### config.mk
export PLATFORM = sky130hd
export DESIGN_NAME = ce_rate_meter
export DESIGN_NICKNAME = d
export VERILOG_FILES = /design/src/rtl/ce_rate_meter.sv
export SDC_FILE = /design/constraint.sdc
export NUM_CORES = 1
export LEC_CHECK = 0
export BUFFER_PORTS_ARGS = -buffer_cell sky130_fd_sc_hd__buf_2
export CAP_MARGIN = 10
export CELL_PAD_IN_SITES_DETAIL_PLACEMENT = 0
export CELL_PAD_IN_SITES_GLOBAL_PLACEMENT = 1
export CORE_ASPECT_RATIO = 1.5
export CORE_UTILIZATION = 40
export DETAILED_ROUTE_END_ITERATION = 7
export HOLD_SLACK_MARGIN = 0.15
export PLACE_DENSITY_LB_ADDON = 0.1
export SLEW_MARGIN = 25
export SYNTH_ARGS = -nofsm -noshare
export SYNTH_HDL_FRONTEND = slang
export SYNTH_SLANG_ARGS = --single-unit
export TNS_END_PERCENT = 20
### constraint.sdc
create_clock -name CLK -period 6.55 [get_ports CLK]
set_input_delay 0 -clock CLK [delete_from_list [all_inputs] [get_ports CLK]]
set_output_delay 0 -clock CLK [all_outputs]
set_load 0.02 [all_outputs]
### src/rtl/ce_rate_meter.sv
// rtl/ce_rate_meter.sv - clock-enable rate meter with tolerance compare and lock detection
// Counts CE pulses over a window of IN_CLK>>WIN_SHIFT master cycles and reports the scaled rate.

module ce_rate_meter #(
  parameter int WIN_SHIFT = 0,
  parameter int LOCK_WINS = 3
) (
  input  logic        CLK,
  input  logic        RST_N,
  input  logic        EN,
  input  logic        CE,
  input  logic [31:0] IN_CLK,
  input  logic [31:0] EXP_CLK,
  input  logic [15:0] TOL,
  output logic [31:0] MEAS_CLK,
  output logic        MEAS_VALID,
  output logic        IN_TOL,
  output logic        LOCKED
);

  typedef enum logic {S_IDLE, S_COUNT} meas_t;
  typedef enum logic [1:0] {L_UNLOCK, L_ACQUIRE, L_LOCK} lock_t;

  meas_t       r_state;
  lock_t       r_lock;
  logic [31:0] r_win_len;
  logic [31:0] r_win_cnt;
  logic [31:0] r_ce_cnt;
  logic [31:0] r_result;
  logic        r_pend;
  logic [3:0]  r_hit_cnt;

  logic [31:0] w_win_raw;
  logic [31:0] w_win_len;
  logic        w_last;
  logic [32:0] w_sum;
  logic [63:0] w_wide;
  logic [31:0] w_result;
  logic [32:0] w_diff;
  logic        w_hit;
  logic [3:0]  w_hit_inc;
  logic        w_lock_reach;

  // A zero-length window would never terminate, so clamp to one cycle.
  assign w_win_raw    = IN_CLK >> WIN_SHIFT;
  assign w_win_len    = (w_win_raw == 32'd0) ? 32'd1 : w_win_raw;
  assign w_last       = (r_win_cnt == r_win_len - 32'd1);
  assign w_sum        = {1'b0, r_ce_cnt} + {32'd0, CE};
  assign w_wide       = {31'd0, w_sum} << WIN_SHIFT;
  assign w_result     = (|w_wide[63:32]) ? 32'hFFFF_FFFF : w_wide[31:0];
  assign w_diff       = (r_result >= EXP_CLK) ? ({1'b0, r_result} - {1'b0, EXP_CLK})
                                              : ({1'b0, EXP_CLK} - {1'b0, r_result});
  assign w_hit        = (w_diff <= {17'd0, TOL});
  assign w_hit_inc    = r_hit_cnt + 4'd1;
  assign w_lock_reach = (w_hit_inc >= 4'(LOCK_WINS));

  always_ff @(posedge CLK or negedge RST_N) begin
    if (!RST_N) begin
      r_state    <= S_IDLE;
      r_lock     <= L_UNLOCK;
      r_win_len  <= 32'd1;
      r_win_cnt  <= 32'd0;
      r_ce_cnt   <= 32'd0;
      r_result   <= 32'd0;
      r_pend     <= 1'b0;
      r_hit_cnt  <= 4'd0;
      MEAS_CLK   <= 32'd0;
      MEAS_VALID <= 1'b0;
      IN_TOL     <= 1'b0;
      LOCKED     <= 1'b0;
    end else begin
      MEAS_VALID <= 1'b0;
      r_pend     <= 1'b0;
      if (!EN) begin
        r_state   <= S_IDLE;
        r_win_cnt <= 32'd0;
        r_ce_cnt  <= 32'd0;
        r_lock    <= L_UNLOCK;
        r_hit_cnt <= 4'd0;
        IN_TOL    <= 1'b0;
        LOCKED    <= 1'b0;
      end else begin
        case (r_state)
          S_IDLE: begin
            r_state   <= S_COUNT;
            r_win_len <= w_win_len;
            r_win_cnt <= 32'd0;
            r_ce_cnt  <= 32'd0;
          end
          default: begin
            // Window close folds in this cycle's CE so back-to-back windows drop nothing.
            if (w_last) begin
              r_result  <= w_result;
              r_pend    <= 1'b1;
              r_win_cnt <= 32'd0;
              r_ce_cnt  <= 32'd0;
              r_win_len <= w_win_len;
            end else begin
              r_win_cnt <= r_win_cnt + 32'd1;
              r_ce_cnt  <= w_sum[31:0];
            end
          end
        endcase

        if (r_pend) begin
          MEAS_CLK   <= r_result;
          MEAS_VALID <= 1'b1;
          IN_TOL     <= w_hit;
          case (r_lock)
            L_UNLOCK: begin
              if (w_hit) begin
                r_hit_cnt <= 4'd1;
                if (LOCK_WINS <= 1) begin
                  r_lock <= L_LOCK;
                  LOCKED <= 1'b1;
                end else begin
                  r_lock <= L_ACQUIRE;
                end
              end
            end
            L_ACQUIRE: begin
              if (w_hit) begin
                r_hit_cnt <= w_hit_inc;
                if (w_lock_reach) begin
                  r_lock <= L_LOCK;
                  LOCKED <= 1'b1;
                end
              end else begin
                r_lock    <= L_UNLOCK;
                r_hit_cnt <= 4'd0;
              end
            end
            L_LOCK: begin
              if (!w_hit) begin
                r_lock    <= L_UNLOCK;
                r_hit_cnt <= 4'd0;
                LOCKED    <= 1'b0;
              end
            end
            default: begin
              r_lock    <= L_UNLOCK;
              r_hit_cnt <= 4'd0;
              LOCKED    <= 1'b0;
            end
          endcase
        end
      end
    end
  end

endmodule
---- Yosys cells after proc, flatten, opt, wreduce, memory -nomap -nowiden ----
Index checks and enable logic that the tools add are counted.
Widths: inputs -> output; s select.
cells by class
  add/sub/neg operators ................... 6
  $lt $le $gt $ge ......................... 3
  eq/ne operators ......................... 11
  mux-type cells .......................... 38
  reduce and logical (&&, ||, !) cells .... 8
operators by type and width
  operator               number
  $mux 32                10
  $sub 32x32->33         2
  $add 32x1->33          1
  $le 33x16->1           1
  $mux 33                1
  $add 32x1->32 const B  1
  $eq 32x32->1           1
  $ge 32x32->1           1
  $logic_not 32->1       1
  $sub 32x1->32 const B  1
  $mux 4                 5
  $mux 1                 13
  $mux 2                 6
  $ne 3x3->1 const B     4
  $pmux 4 s3             1
  $pmux 2 s3             1
  $reduce_and 3->1       2
  $reduce_and 5->1       1
  $add 4x1->4 const B    1
  $ge 4x2->1 const B     1
  $ne 2x1->1 const B     2
  $ne 4x4->1 const B     1
  $reduce_and 2->1       2
  $reduce_and 4->1       1
  5 further kinds        5
word-level totals
  flip-flop bits (word level) ............. 171

---- Logic depth before layout (Yosys ltp) ----
Gate-level depths: netlist (run 1).
  depth in word-level cells ............... 7
  depth in mapped cells ................... 28
  mapped depth without buffers ............ 24

---- Worst setup path before layout (run 1) ----
Ideal clock, no wire load.
  path kind ............................... register -> register
  from .................................... reg r_result[6]
  to ...................................... reg r_hit_cnt[1]
  setup time .............................. 0.078 ns
  data arrival time ....................... 5.417 ns
  path slack .............................. 1.055 ns
  stages on the path, launching flop included .. 24
  buffers on the path ..................... 3
  clock period less this slack ............ 5.495 ns
  path through ............................ dfrtp_1 -> ha_1 -> buf_6 -> a21oi_2 -> o21ai_2 -> a221oi_4 -> a311oi_2 -> nor2_2 -> buf_2 -> clkbuf_1 -> a31oi_1 -> a221oi_1 -> xnor2_1 -> ha_1 -> and4_1 -> a21oi_1 -> nand2_1 -> a2111oi_0 -> a221o_1 -> o211ai_1 -> or4_1 -> or4b_1 -> a31oi_2 -> o2bb2ai_1
between the ends
  cells in the longest elaborated chain, start to end .. 7
ends and longest elaborated chain
  element                                 RTL line  RTL
  start, declared                         29        logic [31:0] r_result;
  start signal, assigned                  93        r_result <= w_result;
  $sub 32x32->33 (tied with other cells)  52        : ({1'b0, EXP_CLK} - {1'b0, r_result});
  $mux 33 *                               51        assign w_diff = (r_result >= EXP_CLK) ? ({1'b0, r_result} - {1'b0, EXP_CLK})
  $le 33x16->1 *                          53        assign w_hit = (w_diff <= {17'd0, TOL});
  $mux 4                                  122       if (w_hit) begin
  $pmux 4 s3                              109       case (r_lock)
  $mux 4                                  105       if (r_pend) begin
  $mux 4                                  74        if (!EN) begin
  end signal, assigned                    123       r_hit_cnt <= w_hit_inc;
  end, declared                           31        logic [3:0] r_hit_cnt;
Every way passes the cells marked *; elsewhere a longest branch is shown, timed or not. The select of a mux whose other input is x is not followed.
A chain may end at the register's enable or synchronous reset.

---- Final worst setup path (run 1) ----
  from .................................... reg r_result[29]
  to ...................................... reg r_hit_cnt[1]
Same word-level chain as after synthesis.

==> results.tsv, run 1 <==
metric	value	unit
vias	11500	
layout net count	1825	
# clock sinks	171	
Vias/cell	5.58	
Mapped Area	0.0128	mm2
initial antenna violation count	0	
CTS tree	done	
IO buf count	118	
RR Endpoint	r_hit_cnt[1]	
final hold vios	0	
Clk pin slew, worst setup/hold paths	0.07	ns
first-pass GRT wire length	65500	um
crit path DAT	6.49	ns
Max Freq	164	MHz
Final min period	6.11	ns
PD cells	180	mW/mm2
Place WS	-0.0497	ns
CTS buffer count	17	
Routed WL	41300	um
post-DR wirelength/cell	20.0	um
Die Span Y	221	um
Synth Area in XOR/XNOR	0.0890	
Buf/Inv on CP	1	
effective utilization at floorplan	0.409	
commonest non-fill, non-tap cell in the layout	nor2_1	
Site Rows	79	
period utilization	0.933	
top cell family by delay on the critical path	simple AND/OR/NAND/NOR gates	
gr usage total	0.261	
pin count of the biggest net entering global routing	102	
most numerous cell on the critical path	a21oi_1	
Worst Max-Slew Pin Slew	0.834	ns
P&R area growth vs syn	15.2	%
H-tree level count	4	
crit path kind	flip-flop to flip-flop	
slew margin rel.	0.444	
CTS Root Cell	clkbuf_16	
top_reg_cell synth	dfrtp_1	
Synth Area in Compound Gates	0.193	
Worst-Skew Late Latency	0.45	ns
met3 Use GR	0.0299	
Final Wtd Congestion	0.982	
M2 GR Usage	0.477	
Post-synth ARST share	1.00	
GRT Max-Usage Layer	met2	
Avg Cell Area, Syn	8.40	um2
EDFF count, synth	0	
DIE AREA	0.0327	mm2
drt initial violations	621	
clock skew	0.0116	ns
Die X	148	um
Synthesized Nets	1695	
Antenna Cells	0	
Req. time, crit path	6.92	ns
Max IR drop VDD	0.000175	V
post-synthesis cell type count	88	
R2R depth	21	
Worst Setup Slack, final	0.438	ns
share of cells above drive strength 1	0.137	
commonest cells after routing, fill and taps aside	179 x nor2_1, 170 x dfrtp_1, 125 x a21oi_1	
adder-cell area share of the yosys netlist	0.0873	
CP Launch Type	flip-flop	
# DRC	0	
slowest stage delay, CP	0.50	ns
final antenna-violating net count	0	
R2R setup slack	0.44	ns
critical path peak fanout	14	
status	finished, final reports clean	
hold_ws	0.219	ns
met1 Usage GRT	0.298	
HPWL after DPL	32300	um
Crit-path slowest cell	ha_2	
Setup crit end kind	flip-flop	
synthesized-area fraction occupied by and/or/nand/nor cells	0.201	
vias in the first global route	11800	
Max-Cap Viols	0	
multiplexer share of the synthesized area	0.0359	
worst-case clock buffer depth	2	
CP Cell Sequence	ha_2 > nand4_1 > nor4_4 > a211oi_1 > o311a_1 > nand2_2 > buf_4 > mux2i_1 > a21oi_1 > xnor2_1 > ha_1 > and4_1 > a21oi_1 > nand2_1 > a2111oi_0 > a221o_1 > o211ai_1 > or4_1 > or4b_1 > a31oi_2 > o2bb2ai_1	
worst r2r src	r_result[29]	
largest family of logic cells by synthesized area	simple AND/OR/NAND/NOR gates	
total gr overflow	0	
Slew Limit Fails	0	
synthesized netlist cell count	1523	
Pleak	6.54	nW
#FFs+latches synth	171	
Top Ports	119	
RSZ-0062 raised after global routing	no	
drt first pass iters	5	
min-delay worst type	input port to async pin	
Synth Warn #	0	
sequential share of the synthesized area	0.335	
Placeable Area	0.0312	mm2
final setup fails	0	
-- synth_stat cells (4+ instances only) --
| cell | n | share of area |
|---|---|---|
| a2111oi_0 | 4 | 0.0027 |
| a211oi_1 | 14 | 0.0082 |
| a21o_1 | 26 | 0.015 |
| a21oi_1 | 125 | 0.049 |
| a221oi_1 | 4 | 0.0027 |
| a22oi_1 | 5 | 0.0029 |
| a31o_2 | 4 | 0.0027 |
| a31oi_1 | 11 | 0.0054 |
| and2_1 | 8 | 0.0039 |
| and3_1 | 16 | 0.0078 |
| and4_1 | 8 | 0.0055 |
| buf_2 | 30 | 0.012 |
| buf_4 | 8 | 0.0047 |
| clkbuf_1 | 23 | 0.0068 |
| dfrtp_1 | 170 | 0.33 |
| ha_1 | 86 | 0.084 |
| inv_1 | 111 | 0.033 |
| mux2_1 | 17 | 0.015 |
| mux2_2 | 14 | 0.012 |
| mux2i_1 | 11 | 0.0086 |
| nand2_1 | 123 | 0.036 |
| nand2b_1 | 11 | 0.0054 |
| nand3_1 | 48 | 0.019 |
| nand4_1 | 35 | 0.017 |
| nor2_1 | 179 | 0.053 |
| nor2b_1 | 8 | 0.0039 |
| nor3_1 | 27 | 0.011 |
| nor4_1 | 22 | 0.011 |
| o211a_1 | 6 | 0.0047 |
| o211ai_1 | 14 | 0.0082 |
| o21a_1 | 15 | 0.0088 |
| o21ai_0 | 89 | 0.035 |
| o21ai_1 | 4 | 0.0016 |
| o21bai_1 | 6 | 0.0035 |
| o22ai_1 | 7 | 0.0034 |
| o31ai_1 | 6 | 0.0035 |
| or2_2 | 4 | 0.0020 |
| or3_1 | 15 | 0.0073 |
| or4_1 | 7 | 0.0041 |
| xnor2_1 | 61 | 0.042 |
| xor2_1 | 69 | 0.047 |
-- metal layers --
metal | share of wire | routed length (um)
met5 | 0 | 0
met3 | 0.028 | 1170
met1 | 0.40 | 16600
met2 | 0.53 | 21900
met4 | 0.041 | 1680
-- metrics by stage --
step	instance area, um2	instances	total power, mW	TNS, ns	utilization
floorplan	12800	1523	1.43	0	-
global placement	13700	2001	1.58	0	0.439
detailed placement	13700	2001	1.58	-0.122	0.439
CTS	14700	2066	2.68	0	0.469
global route	14700	2069	2.77	0	0.472
finish	14700	2069	2.65	0	0.472
-- sequential cells by signal, indices dropped and copies added (netlist names), 2 cells and up --
name	flops
MEAS_CLK	32
r_ce_cnt	32
r_hit_cnt	4
r_lock	2
r_result	32
r_win_cnt	32
r_win_len	32
-- how the worst max path moves through the flow --
stage                       startpoint           end  slack [ns]  cells past startpoint
after floorplan            r_result[6]  r_hit_cnt[1]        1.06                     23
after global placement    r_result[29]  r_hit_cnt[3]        0.04                     21
after detailed placement  r_result[29]  r_hit_cnt[1]       -0.05                     21
after CTS                 r_result[29]  r_hit_cnt[1]        0.09                     21
after global routing      r_result[25]  r_hit_cnt[1]        0.02                     21
final                     r_result[29]  r_hit_cnt[1]        0.44                     21
-- cells by family (layout without fill, tap and decap cells) --
group                      Yosys count  count (layout)
muxes                               42              42
xor gates and xnor gates           130             130
and+or+nand+nor                    534             534
DFF                                171             171
buffers and inverters              176             317
adders and majority gates           88              88
AOI/OAI and AO/OA                  382             382
-- cell type report --
cell class / instances / area [um2]
fill: 3166 / 16500
inverter: 111 / 417
clock buffer: 21 / 450
multi-input combinational: 1176 / 7800
timing repair buffer: 176 / 1150
clock inverter: 9 / 138
sequential: 171 / 4280
tap: 405 / 507
-- repair_timing --
item                                   4_1_cts  5_1_grt
endpoints found under the hold margin      141        0
buffers inserted                             0        2
hold buffers                                35        0
pin swaps                                    0        2
setup endpoints to repair                    3        6
resized for setup                            1        5
-- where the power goes --
group | internal, mW | switching, mW | total, mW
registers | 1.09 | 0.0412 | 1.13
clock network | 0.610 | 0.456 | 1.07
logic | 0.191 | 0.265 | 0.456
total | 1.89 | 0.763 | 2.65
(Power assumes the default switching activity.)
==> inputs of run 2 (changes only) <==
--- a/config.mk
+++ b/config.mk
@@ -6,10 +6,10 @@
 export NUM_CORES = 1
 export LEC_CHECK = 0
 export BUFFER_PORTS_ARGS = -buffer_cell sky130_fd_sc_hd__buf_2
-export CAP_MARGIN = 10
 export CELL_PAD_IN_SITES_DETAIL_PLACEMENT = 0
 export CELL_PAD_IN_SITES_GLOBAL_PLACEMENT = 1
 export CORE_ASPECT_RATIO = 1.5
+export CORE_MARGIN = 10
 export CORE_UTILIZATION = 40
 export DETAILED_ROUTE_END_ITERATION = 7
 export HOLD_SLACK_MARGIN = 0.15
==> run 2 against run 1 <==
Compared with the run above:
- sequential share of layout area is essentially flat
- largest cell class unchanged
- highest routed layer unchanged
- clock power is essentially flat
- die area rose by 21%
- non-clock buffer count rose by 2
- global-route usage shrank 5.0 points
- via count is 0.45% lower
- critical endpoint unchanged
- routed wire length rose by 2.8%
- sequential power about the same
- combinational power hardly changed
- clock skew rose by 0.0038 ns
- register-to-register slack got worse by 0.07 ns
- setup slack got worse by 0.068 ns
==> results.tsv, run 2 (synthesized netlist as in run 1, its figures left out) <==
metric	value	unit	change
status	finished, final reports clean		
CTS Root Cell	clkbuf_16		
Clk pin slew, worst setup/hold paths	0.08	ns	about the same
effective utilization at floorplan	0.403		-0.00639
Gate power share	0.173		about the same
Site Rows	80		+1.3%
CTS buffer count	17		unchanged
Die X	166	um	+12%
Max IR drop VDD	0.000163	V	-6.5%
Fill cells	3145		-0.66%
# clock sinks	171		unchanged
Req. time, crit path	6.93	ns	about the same
Routed WL	42500	um	+2.8%
DIE AREA	0.0397	mm2	+21%
first-pass GRT wire length	66200	um	+1.2%
Max-Cap Viols	0		unchanged
internal power	1.87	mW	-1.1%
slew margin rel.	0.413		-0.0305
HPWL after DPL	33700	um	+4.3%
commonest non-fill, non-tap cell in the layout	nor2_1		
worst r2r src	r_result[26]		
GRT Max-Usage Layer	met2		
Die Span Y	239	um	+8.1%
Final min period	6.18	ns	+0.0682 ns
gr usage total	0.211		-0.0503
Worst Setup Slack, final	0.370	ns	-0.0682 ns
met3 Use GR	0.0332		+0.00334
Final Wtd Congestion	0.975		-0.77%
R2R setup slack	0.37	ns	-0.07 ns
R2R depth	21		unchanged
Place WS	0.347	ns	+0.397 ns
Worst-Skew Late Latency	0.46	ns	about the same
vias	11500		-0.45%
share of cells above drive strength 1	0.139		+0.00207
crit path kind	flip-flop to flip-flop		
hold path cells	3		
critical path peak fanout	11		-3
H-tree level count	4		unchanged
total gr overflow	0		unchanged
initial antenna violation count	0		unchanged
min-delay worst type	input port to flip-flop		
final hold vios	0		unchanged
M2 GR Usage	0.384		-0.0924
P&R area growth vs syn	15.4	%	
crit path DAT	6.56	ns	+0.07 ns
drt initial violations	594		-4.3%
Worst Max-Slew Pin Slew	0.880	ns	+0.0458 ns
met1 Usage GRT	0.231		-0.0675
CP Launch Type	flip-flop		
setup TNS	0	ns	unchanged
period utilization	0.943		+0.0104
Slew Limit Fails	0		unchanged
Hold Path Sink	r_win_len[6]		
vias in the first global route	11700		-1.2%
RSZ-0062 raised after global routing	no		
Antenna Cells	0		unchanged
final antenna-violating net count	0		unchanged
IO buf count	118		unchanged
sequential share of power	0.425		about the same
worst-case clock buffer depth	2		unchanged
clock power share	0.402		about the same
clock skew	0.0154	ns	+0.00375 ns
Top Ports	119		unchanged
pin count of the biggest net entering global routing	66		-35%
layout net count	1827		+0.11%
Reg area	0.00428	mm2	unchanged
drt first pass iters	5		unchanged
PD cells	180	mW/mm2	-0.14%
commonest cells after routing, fill and taps aside	179 x nor2_1, 170 x dfrtp_1, 125 x a21oi_1		
CTS tree	done		
RR Endpoint	r_hit_cnt[1]		
Net Sw Power	783	uW	+2.7%
post-DR wirelength/cell	20.4	um	+2.4%
Hold Startpoint	IN_CLK[6]		
area of the multi-input gates	0.00778	mm2	-0.18%
Placeable Area	0.0317	mm2	+1.6%
Max Freq	162	MHz	-1.1%
final setup fails	0		unchanged
Vias/cell	5.53		-0.88%
# DRC	0		unchanged
Net Sw Frac	0.296		+0.00783
Pleak	6.53	nW	-0.10%
Setup crit end kind	flip-flop		
## run 2: how the worst max path moves through the flow
stage | start | to | slack, ns | cells after the start
4_1_cts | r_result[26] | r_hit_cnt[1] | 0.30 | 21
5_1_grt | r_result[26] | r_hit_cnt[1] | 0.005 | 21
3_5_place_dp | r_result[28] | r_hit_cnt[1] | 0.35 | 22
6_report | r_result[26] | r_hit_cnt[1] | 0.37 | 21
3_3_place_gp | r_result[30] | r_hit_cnt[3] | 0.42 | 21
2_1_floorplan | r_result[6] | r_hit_cnt[1] | 1.06 | 23
## run 2: what timing repair did
action,4_1_cts,5_1_grt
gates resized for setup,0,3
hold buffers,37,0
setup buffers,0,0
endpoints found under the hold margin,101,0
endpoints found under the setup margin,0,3
## run 2: per-layer routing
metal	routed length, um	up-vias
met5	0	-
met4	1840	0
met3	1560	91
met2	22400	262
met1	16700	5518
li1	-	5619
## run 2: final cells by class
type / instances / share of cell area
timing repair buffer: 178 / 0.0790
inverter: 111 / 0.0282
sequential: 171 / 0.290
tap: 410 / 0.0348
clock inverter: 11 / 0.00907
clock buffer: 21 / 0.0312
multi-input combinational: 1176 / 0.528
## run 2: worst max-delay path, cell delays in order (launching register included)
cell       delay [ns]
dfrtp_1          0.40
ha_1             0.53
nand4_1          0.34
nor3_2           0.40
nand2b_1         0.16
a311oi_2         0.37
nor2_2           0.21
nor3_1           0.18
a31oi_1          0.11
a221oi_1         0.37
xnor2_1          0.16
ha_1             0.25
and4_1           0.16
a21oi_1          0.14
nand2_1          0.07
a2111oi_0        0.41
a221o_1          0.35
o211ai_1         0.11
or4_1            0.46
or4b_1           0.50
a31oi_2          0.25
o2bb2ai_1        0.16
## run 2: power groups by stage
stage / sequential (mW) / clock [mW] / combinational [mW]
after global placement: 1.15 / 0 / 0.437
after CTS: 1.13 / 1.10 / 0.459
final: 1.13 / 1.06 / 0.458
after global routing: 1.13 / 1.13 / 0.510
after detailed placement: 1.15 / 0 / 0.438
after floorplan: 1.14 / 0 / 0.293
## run 2: through the flow
stage,std cells,utilization,hold WS (ns),instance area (um2),total power [mW]
6_report,2078,0.465,0.311,14800,2.65
5_1_grt,2078,0.465,0.331,14800,2.77
4_1_cts,2077,0.464,0.281,14700,2.69
3_5_place_dp,2008,0.433,0.0483,13700,1.59
3_3_place_gp,2008,0.433,0.0440,13700,1.58
2_1_floorplan,1523,-,-0.296,12800,1.43
